**config.mk**
```make
export PLATFORM = sky130hd
export DESIGN_NAME = ctrl_word_decoder
export DESIGN_NICKNAME = d
export VERILOG_FILES = /design/src/rtl/ctrl_word_decoder.sv
export SDC_FILE = /design/constraint.sdc
export NUM_CORES = 1
export LEC_CHECK = 0
export BUFFER_PORTS_ARGS = -buffer_cell sky130_fd_sc_hd__buf_2
export CAP_MARGIN = 0
export CORE_UTILIZATION = 28
export DETAILED_ROUTE_END_ITERATION = 8
export GPL_TIMING_DRIVEN = 0
export MAX_ROUTING_LAYER = met4
export PLACE_DENSITY = 0.44
export SLEW_MARGIN = 20
export SYNTH_ARGS = -nofsm -noshare
export SYNTH_HDL_FRONTEND = slang
export SYNTH_SLANG_ARGS = --single-unit
```
**constraint.sdc**
```tcl
create_clock -name clk -period 2.5 [get_ports clk]
set_input_delay 0.25 -clock clk [delete_from_list [all_inputs] [get_ports clk]]
set_output_delay 0.25 -clock clk [all_outputs]
set_load 0.01 [all_outputs]
```
**src/rtl/ctrl_word_decoder.sv**
```systemverilog
// ctrl_word_decoder: unpacks valid/ready 16-bit control words through a 2-entry FIFO into registered fields (sel_a/sel_b/cin/sel_c/rec/pc_en/reg_en); malformed words are dropped and counted in err_sticky/err_cnt
module ctrl_word_decoder #(
  parameter int ERR_W = 8
) (
  input  logic             clk,
  input  logic             reset,
  input  logic [15:0]      word_in,
  input  logic             word_valid,
  output logic             word_ready,
  input  logic             flush,
  input  logic             err_clear,
  output logic             out_valid,
  input  logic             out_ready,
  output logic [2:0]       sel_a,
  output logic [2:0]       sel_b,
  output logic             cin,
  output logic [2:0]       sel_c,
  output logic [1:0]       rec,
  output logic             pc_en,
  output logic             reg_en,
  output logic             err_sticky,
  output logic [ERR_W-1:0] err_cnt
);
  logic [15:0] mem [2];
  logic [15:0] out_word;
  logic        rd_ptr, wr_ptr;
  logic [1:0]  cnt;
  logic        acc, bad, good, fire, load, pop, bypass, push;
  assign word_ready = reset & !flush & (cnt != 2'd2);
  assign acc        = word_valid & word_ready;
  assign bad        = word_in[15] | word_in[11];
  assign good       = acc & !bad;
  assign fire       = out_valid & out_ready;
  assign load       = !out_valid | fire;
  assign pop        = load & (cnt != 2'd0);
  assign bypass     = load & (cnt == 2'd0) & good;
  assign push       = good & !bypass;
  always_ff @(posedge clk)
    if (push) mem[wr_ptr] <= word_in;
  always_ff @(posedge clk or negedge reset)
    if (!reset) begin
      cnt       <= 2'd0;
      rd_ptr    <= 1'b0;
      wr_ptr    <= 1'b0;
      out_valid <= 1'b0;
      out_word  <= 16'd0;
    end else if (flush) begin
      cnt       <= 2'd0;
      rd_ptr    <= 1'b0;
      wr_ptr    <= 1'b0;
      out_valid <= 1'b0;
    end else begin
      if (push) wr_ptr <= !wr_ptr;
      if (pop) rd_ptr <= !rd_ptr;
      cnt <= cnt + 2'(push) - 2'(pop);
      if (load) out_valid <= pop | bypass;
      if (pop | bypass) out_word <= pop ? mem[rd_ptr] : word_in;
    end
  always_ff @(posedge clk or negedge reset)
    if (!reset) begin
      err_sticky <= 1'b0;
      err_cnt    <= '0;
    end else if (err_clear) begin
      err_sticky <= acc & bad;
      err_cnt    <= ERR_W'(acc & bad);
    end else if (acc & bad) begin
      err_sticky <= 1'b1;
      err_cnt    <= (err_cnt == '1) ? err_cnt : err_cnt + 1'b1;
    end
  assign sel_a  = out_word[14:12];
  assign sel_b  = out_word[10:8];
  assign cin    = out_word[7];
  assign sel_c  = out_word[6:4];
  assign rec    = out_word[3:2];
  assign pc_en  = out_valid & out_word[1];
  assign reg_en = out_valid & out_word[0];
endmodule

```
# Word level (Yosys, flattened, before mapping)
# Memories as Yosys holds them, arrays and structs flattened.
# Index checks and enable logic that the tools add are counted.
[totals]
ff_bits = 29
ram_bits = 32
inputBits = 22
output_inout_bits = 25
wordCells = 60
mem_count = 1
[memory_table]
columns = ["memory", "depth", "word_bits", "rd", "rd_clocked_by_memory_dff", "wr", "line_no", "text"]
rows = [
  ["mem", 2, 16, 1, 0, 1, "24", "logic [15:0] mem [2];"],
]
[classes]
add_sub_neg = 3
eq_ne = 3
n_mux = 15
bitwise_logic = 17
reduce_logical = 14
[op_table]
columns = ["operator", "count"]
rows = [
  ["two-way mux 8 bit", 3],
  ["two-way mux 15 bit", 1],
  ["bitwise AND 1 bit", 13],
  ["two-way mux 1 bit", 10],
  ["nonzero test 2 bit", 5],
  ["adder 8 x 1 -> 8 bit, second input constant", 1],
  ["== test 8 bit, second input constant", 1],
  ["logical NOT 1 bit", 6],
  ["!= test 2 bit, second input constant", 2],
  ["AND reduction 2 bit", 2],
  ["bitwise OR 1 bit", 3],
  ["adder 2 x 1 -> 2 bit", 1],
  ["logical NOT 2 bit", 1],
  ["two-way mux 2 bit", 1],
  ["subtractor 2 x 1 -> 2 bit", 1],
  ["inverter 1 bit", 1],
]

# Logic depth before layout (Yosys ltp)
[depth]
ltp_word = 11
depth_mapped = 9
mapped_depth_nobuf = 9

# Least setup slack after synthesis
# No wires, ideal clock.
[synth_path]
kind = "input -> register"
start = "in word_in[11]"
end = "mem mem[1][0] (enable)"
setup_ps = 384
arrival_ps = 1890
t_required_ps = 2116
setup_slack_ps = 226
stages = 4
path_buffers = 0
path_cell_list = "or3b_1 or3_4 or2_2 nor2_1"
[synth_between]
elab_chain_len = 8
[synth_rtl]
columns = ["element", "line_no", "text"]
rows = [
  ["start, declared", "7", "input logic [15:0] word_in,"],
  ["bitwise OR 1 bit *", "31", "assign bad = word_in[15] | word_in[11];"],
  ["logical NOT 1 bit *", "32", "assign good = acc & !bad;"],
  ["bitwise AND 1 bit *", "32", ""],
  ["bitwise AND 1 bit", "36", "assign bypass = load & (cnt == 2'd0) & good;"],
  ["logical NOT 1 bit", "37", "assign push = good & !bypass;"],
  ["bitwise AND 1 bit *", "37", ""],
  ["two-way mux 1 bit *", "39", "if (push) mem[wr_ptr] <= word_in;"],
  ["two-way mux 1 bit (implied by the code) *", "39", ""],
  ["end, declared", "24", ""],
]
# Every way passes the cells marked *; elsewhere a longest branch is shown, timed or not.

# Worst setup path after layout
[layout_path]
start = "in reset"
end = "reg cnt[1]"
[layout_between]
elab_chain_len = 10
[layout_rtl]
columns = ["element", "line_no", "text"]
rows = [
  ["start, declared", "6", "input logic reset,"],
  ["bitwise AND 1 bit * (2 in a row)", "29", "assign word_ready = reset & !flush & (cnt != 2'd2);"],
  ["bitwise AND 1 bit *", "30", "assign acc = word_valid & word_ready;"],
  ["bitwise AND 1 bit *", "32", ""],
  ["bitwise AND 1 bit", "36", ""],
  ["logical NOT 1 bit", "37", ""],
  ["bitwise AND 1 bit *", "37", ""],
  ["adder 2 x 1 -> 2 bit *", "55", "cnt <= cnt + 2'(push) - 2'(pop);"],
  ["subtractor 2 x 1 -> 2 bit *", "55", ""],
  ["two-way mux 2 bit *", "47", "end else if (flush) begin"],
  ["end signal, assigned", "55", ""],
  ["end, declared", "27", "logic [1:0] cnt;"],
]
# Marks and branches as above.
# A chain may end at the register's enable or synchronous reset.

==> results_dict.tcl <==
set metrics [dict create \
    slew_headroom_pct 54.4 \
    syn_area_um2 2590 \
    violations "DRC" \
    synth_top_family_by_area "multiplexers" \
    syn_nets 208 \
    ys_types 40 \
    avgSynthCellArea_um2 14.1 \
    netlist_instances 183 \
    setup_viol 0 \
    grt_overflow 0 \
    cp_common_cell "ha_1" \
    final.min_clock_period_ns 2.36 \
    ys_warn_count 0 \
    dr.pass1.iters 8 \
    routed_wl_um 5080 \
    netlist.top_cell.by_area "edfxtp_1" \
    ir_drop_v 0.000283 \
    synth_adder_area_share_pct 1.45 \
    io_buffers 45 \
    synth_seq_area_share_pct 59.6 \
    instances_no_fill 346 \
    grt_pass1_vias 1658 \
    synth-compound-area-share_pct 6.24 \
    place_inst 336 \
    synthXorXnorAreaFrac_pct 1.02 \
    path_cells "dlygate4sd3_1 -> buf_4 -> nand2b_1 -> or3_4 -> or2_2 -> ha_1 -> inv_1 -> ha_1 -> xor2_1 -> xnor2_1 -> nor2_1" \
    hold_path_end "mem[1][4]" \
    worst_clock_skew_ns 0.0143 \
    antenna_found_initial 0 \
    startpoint_type "input port" \
    clock-sinks 56 \
    fin_area_um2 3110 \
    crit_family "simple AND/OR/NAND/NOR gates" \
    muxShareOfSynthArea_pct 18.3 \
    diodes 0 \
    critPathMaxFanout 5 \
    hold_viol_final 0 \
    regArea_um2 1540 \
    grt_pass1_wl_um 8580 \
    vias_per_cell 4.71 \
    drive_above_1_share_pct 47.5 \
    slew_violations 0 \
    core_um2 8850 \
    die_y_um 98.1 \
    required_ns 2.69 \
    chipWidth_um 98.1 \
    path_buf_inv 3 \
    critPathMaxStageDelay_ns 0.52 \
    worst_slew_pin_slew_ns 0.684 \
    power.leakage_nw 1.27 \
    multi_input_area_um2 921 \
    crit_type "input port to register" \
    ant_nets 0 \
    synth_area_leaders "edfxtp_1, dfrtp_1, mux2_2, buf_4, ha_1" \
    max_freq_ghz 0.425 \
    drv_cap 0 \
    placed_cell_area_um2 2950 \
    vias 1629 \
    cts_tree "done" \
    grt_max_degree 29 \
    crit_path_end_kind "register" \
    hold_class "input port to register" \
    grt_use_met3_pct 2.43 \
    num_rows 34 \
    timing.reg2reg.setup_slack_ns 0.20 \
    grt_usage_pct 11.8 \
    grt_use_met2_pct 18.3 \
    wire_per_inst_um 14.7 \
    final_net_count 262 \
    drtIter0Drc 37 \
    num_io_pins 47 \
    arrival_ns 2.55 \
    fillCellCount 901 \
    die_area_um2 9630 \
    clock-root-buffer "clkbuf_8" \
    place_hpwl_um 3430 \
    htreeDepth 2 \
    ff2ff_path_depth 9 \
    synth_top_cell_area_share_pct 32.5 \
    dp_slack_ns -0.453 \
    clkLatencyLatePin_ns 0.31 \
    initial_core_util_pct 29.2 \
    drc 2 \
    yosys.area_share.simple_pct 8.03 \
    layout_setup_ws_ns 0.144 \
    hold-worst-slack_ns 0.133 \
    fin_util_pct 35.1 \
    numCtsBuffers 5 \
    busiest_layer "met2" \
    place_congestion 0.688 \
    power.density_nw_per_um2 932 \
    r2r-start "out_valid" \
    ys_ff_latch 56 \
    crit_path_top_delay_cell "dlygate4sd3_1" \
    worstHoldPathCells 1 \
    area_growth_pct 20.1 \
    status "finished, violations left" \
    use_met1_pct 15.5 \
    r2r-end "cnt[1]" \
    min_from "word_in[4]" \
    rsz0062_at_grt "false" \
    clk_pin_slew_ns 0.11 \
    cts.path.max_buffers 2 \
    post_cts_buffers 0 \
    finalCritPeriodShare_pct 94.2 \
]
[synthesized netlist by cell type]
master,instances
nor4_1,1
inv_1,5
ha_1,3
edfxtp_1,28
o211a_1,1
a211o_1,1
or3b_1,1
clkbuf_1,4
buf_1,1
and4_1,2
or4_1,3
buf_8,1
dfrtp_1,28
nand4_1,1
nand3b_1,1
nor2b_1,4
a311oi_1,1
o31a_1,1
nand2b_1,1
buf_4,11
o21a_1,1
o311ai_0,1
buf_2,1
xnor2_1,2
o21ai_0,3
nand3_1,3
mux2_2,42
o41ai_1,1
nor3_1,3
or3_1,2
a21o_1,1
xor2_1,1
a211oi_4,1
and3_1,1
or3_4,1
or2_2,1
and2_1,3
nor2_1,6
o31ai_1,3
a21oi_1,7
[worst max-delay path by stage]
stage	startpoint	to	slack (ns)	cells past startpoint
floorplan	word_in[11]	mem[1][0]	0.23	4
global placement	reset	mem[1][12]	-0.81	5
detailed placement	reset	mem[1][8]	-0.45	5
CTS	reset	cnt[1]	0.09	11
global route	out_valid	cnt[1]	0.05	9
finish	reset	cnt[1]	0.14	11
[kinds of logic (layout without fill, tap and decap cells)]
family	count (synthesis)	after routing
flops	56	56
xor+xnor	3	3
mux	42	42
compound gates	22	22
fa+ha+maj	3	3
buf+inv	23	78
simple gates	34	34
[timing repair]
action | 4_1_cts | 5_1_grt
pin swaps | 0 | 1
hold endpoints to repair | 28 | 0
endpoints found under the setup margin | 15 | 1
resized for setup | 3 | 1
hold buffers | 2 | 0
gates cloned | 0 | 0
[area by class of cell]
type,instances,area share [%]
Buffer,18,3.91
Clock buffer,6,2.34
Clock inverter,2,1.25
Inverter,5,0.604
Multi-Input combinational cell,104,29.6
Sequential cell,56,49.6
Tap cell,108,4.35
Timing Repair Buffer,47,8.30
[placed cells by master, fill, tap and decap left out, types with 2 or more instances in the layout]
master	synthesis	layout
a21oi_1	7	7
and2_1	3	3
and4_1	2	2
buf_2	1	45
buf_4	11	12
clkbuf_1	4	5
clkbuf_8	0	5
dfrtp_1	28	28
edfxtp_1	28	28
ha_1	3	3
inv_1	5	5
mux2_2	42	42
nand3_1	3	3
nor2_1	6	4
nor2_4	0	2
nor2b_1	4	4
nor3_1	3	3
o21ai_0	3	3
o31ai_1	3	3
or3_1	2	2
or4_1	3	3
xnor2_1	2	2
[routing by layer]
layer  wire (um)  vias to the layer above
li1            -                      776
met1        2410                      813
met2        2430                       33
met3         181                        7
met4          63                        0
met5           0                        -
[worst reg2reg max path, cell delays in order (launching register included)]
cell	delay (ns)
dfrtp_1	0.41
nor2b_1	0.42
nor3_1	0.15
or2_2	0.36
ha_1	0.29
inv_1	0.04
ha_1	0.17
xor2_1	0.15
xnor2_1	0.14
nor2_1	0.05
[flip-flops by register name, indices dropped and copies added (netlist names)]
register and flops:
err_sticky 1, cnt 2, out_word 14, err_cnt 8
mem 28, out_valid 1, rd_ptr 1, wr_ptr 1
[report_power, final]
| part | internal (mW) | switching (mW) |
|---|---|---|
| Clock | 0.303 | 0.301 |
| Combinational | 0.626 | 0.457 |
| Sequential | 1.12 | 0.0846 |
| Total | 2.05 | 0.843 |
[through the flow]
stage,setup TNS [ns],power (mW)
after floorplan,0,2.02
after global placement,-17.29,2.31
after global routing,0,3.11
after CTS,0,2.94
final,0,2.90
after detailed placement,-13.06,2.32
No activity file was read; power rests on OpenSTA's default activity.
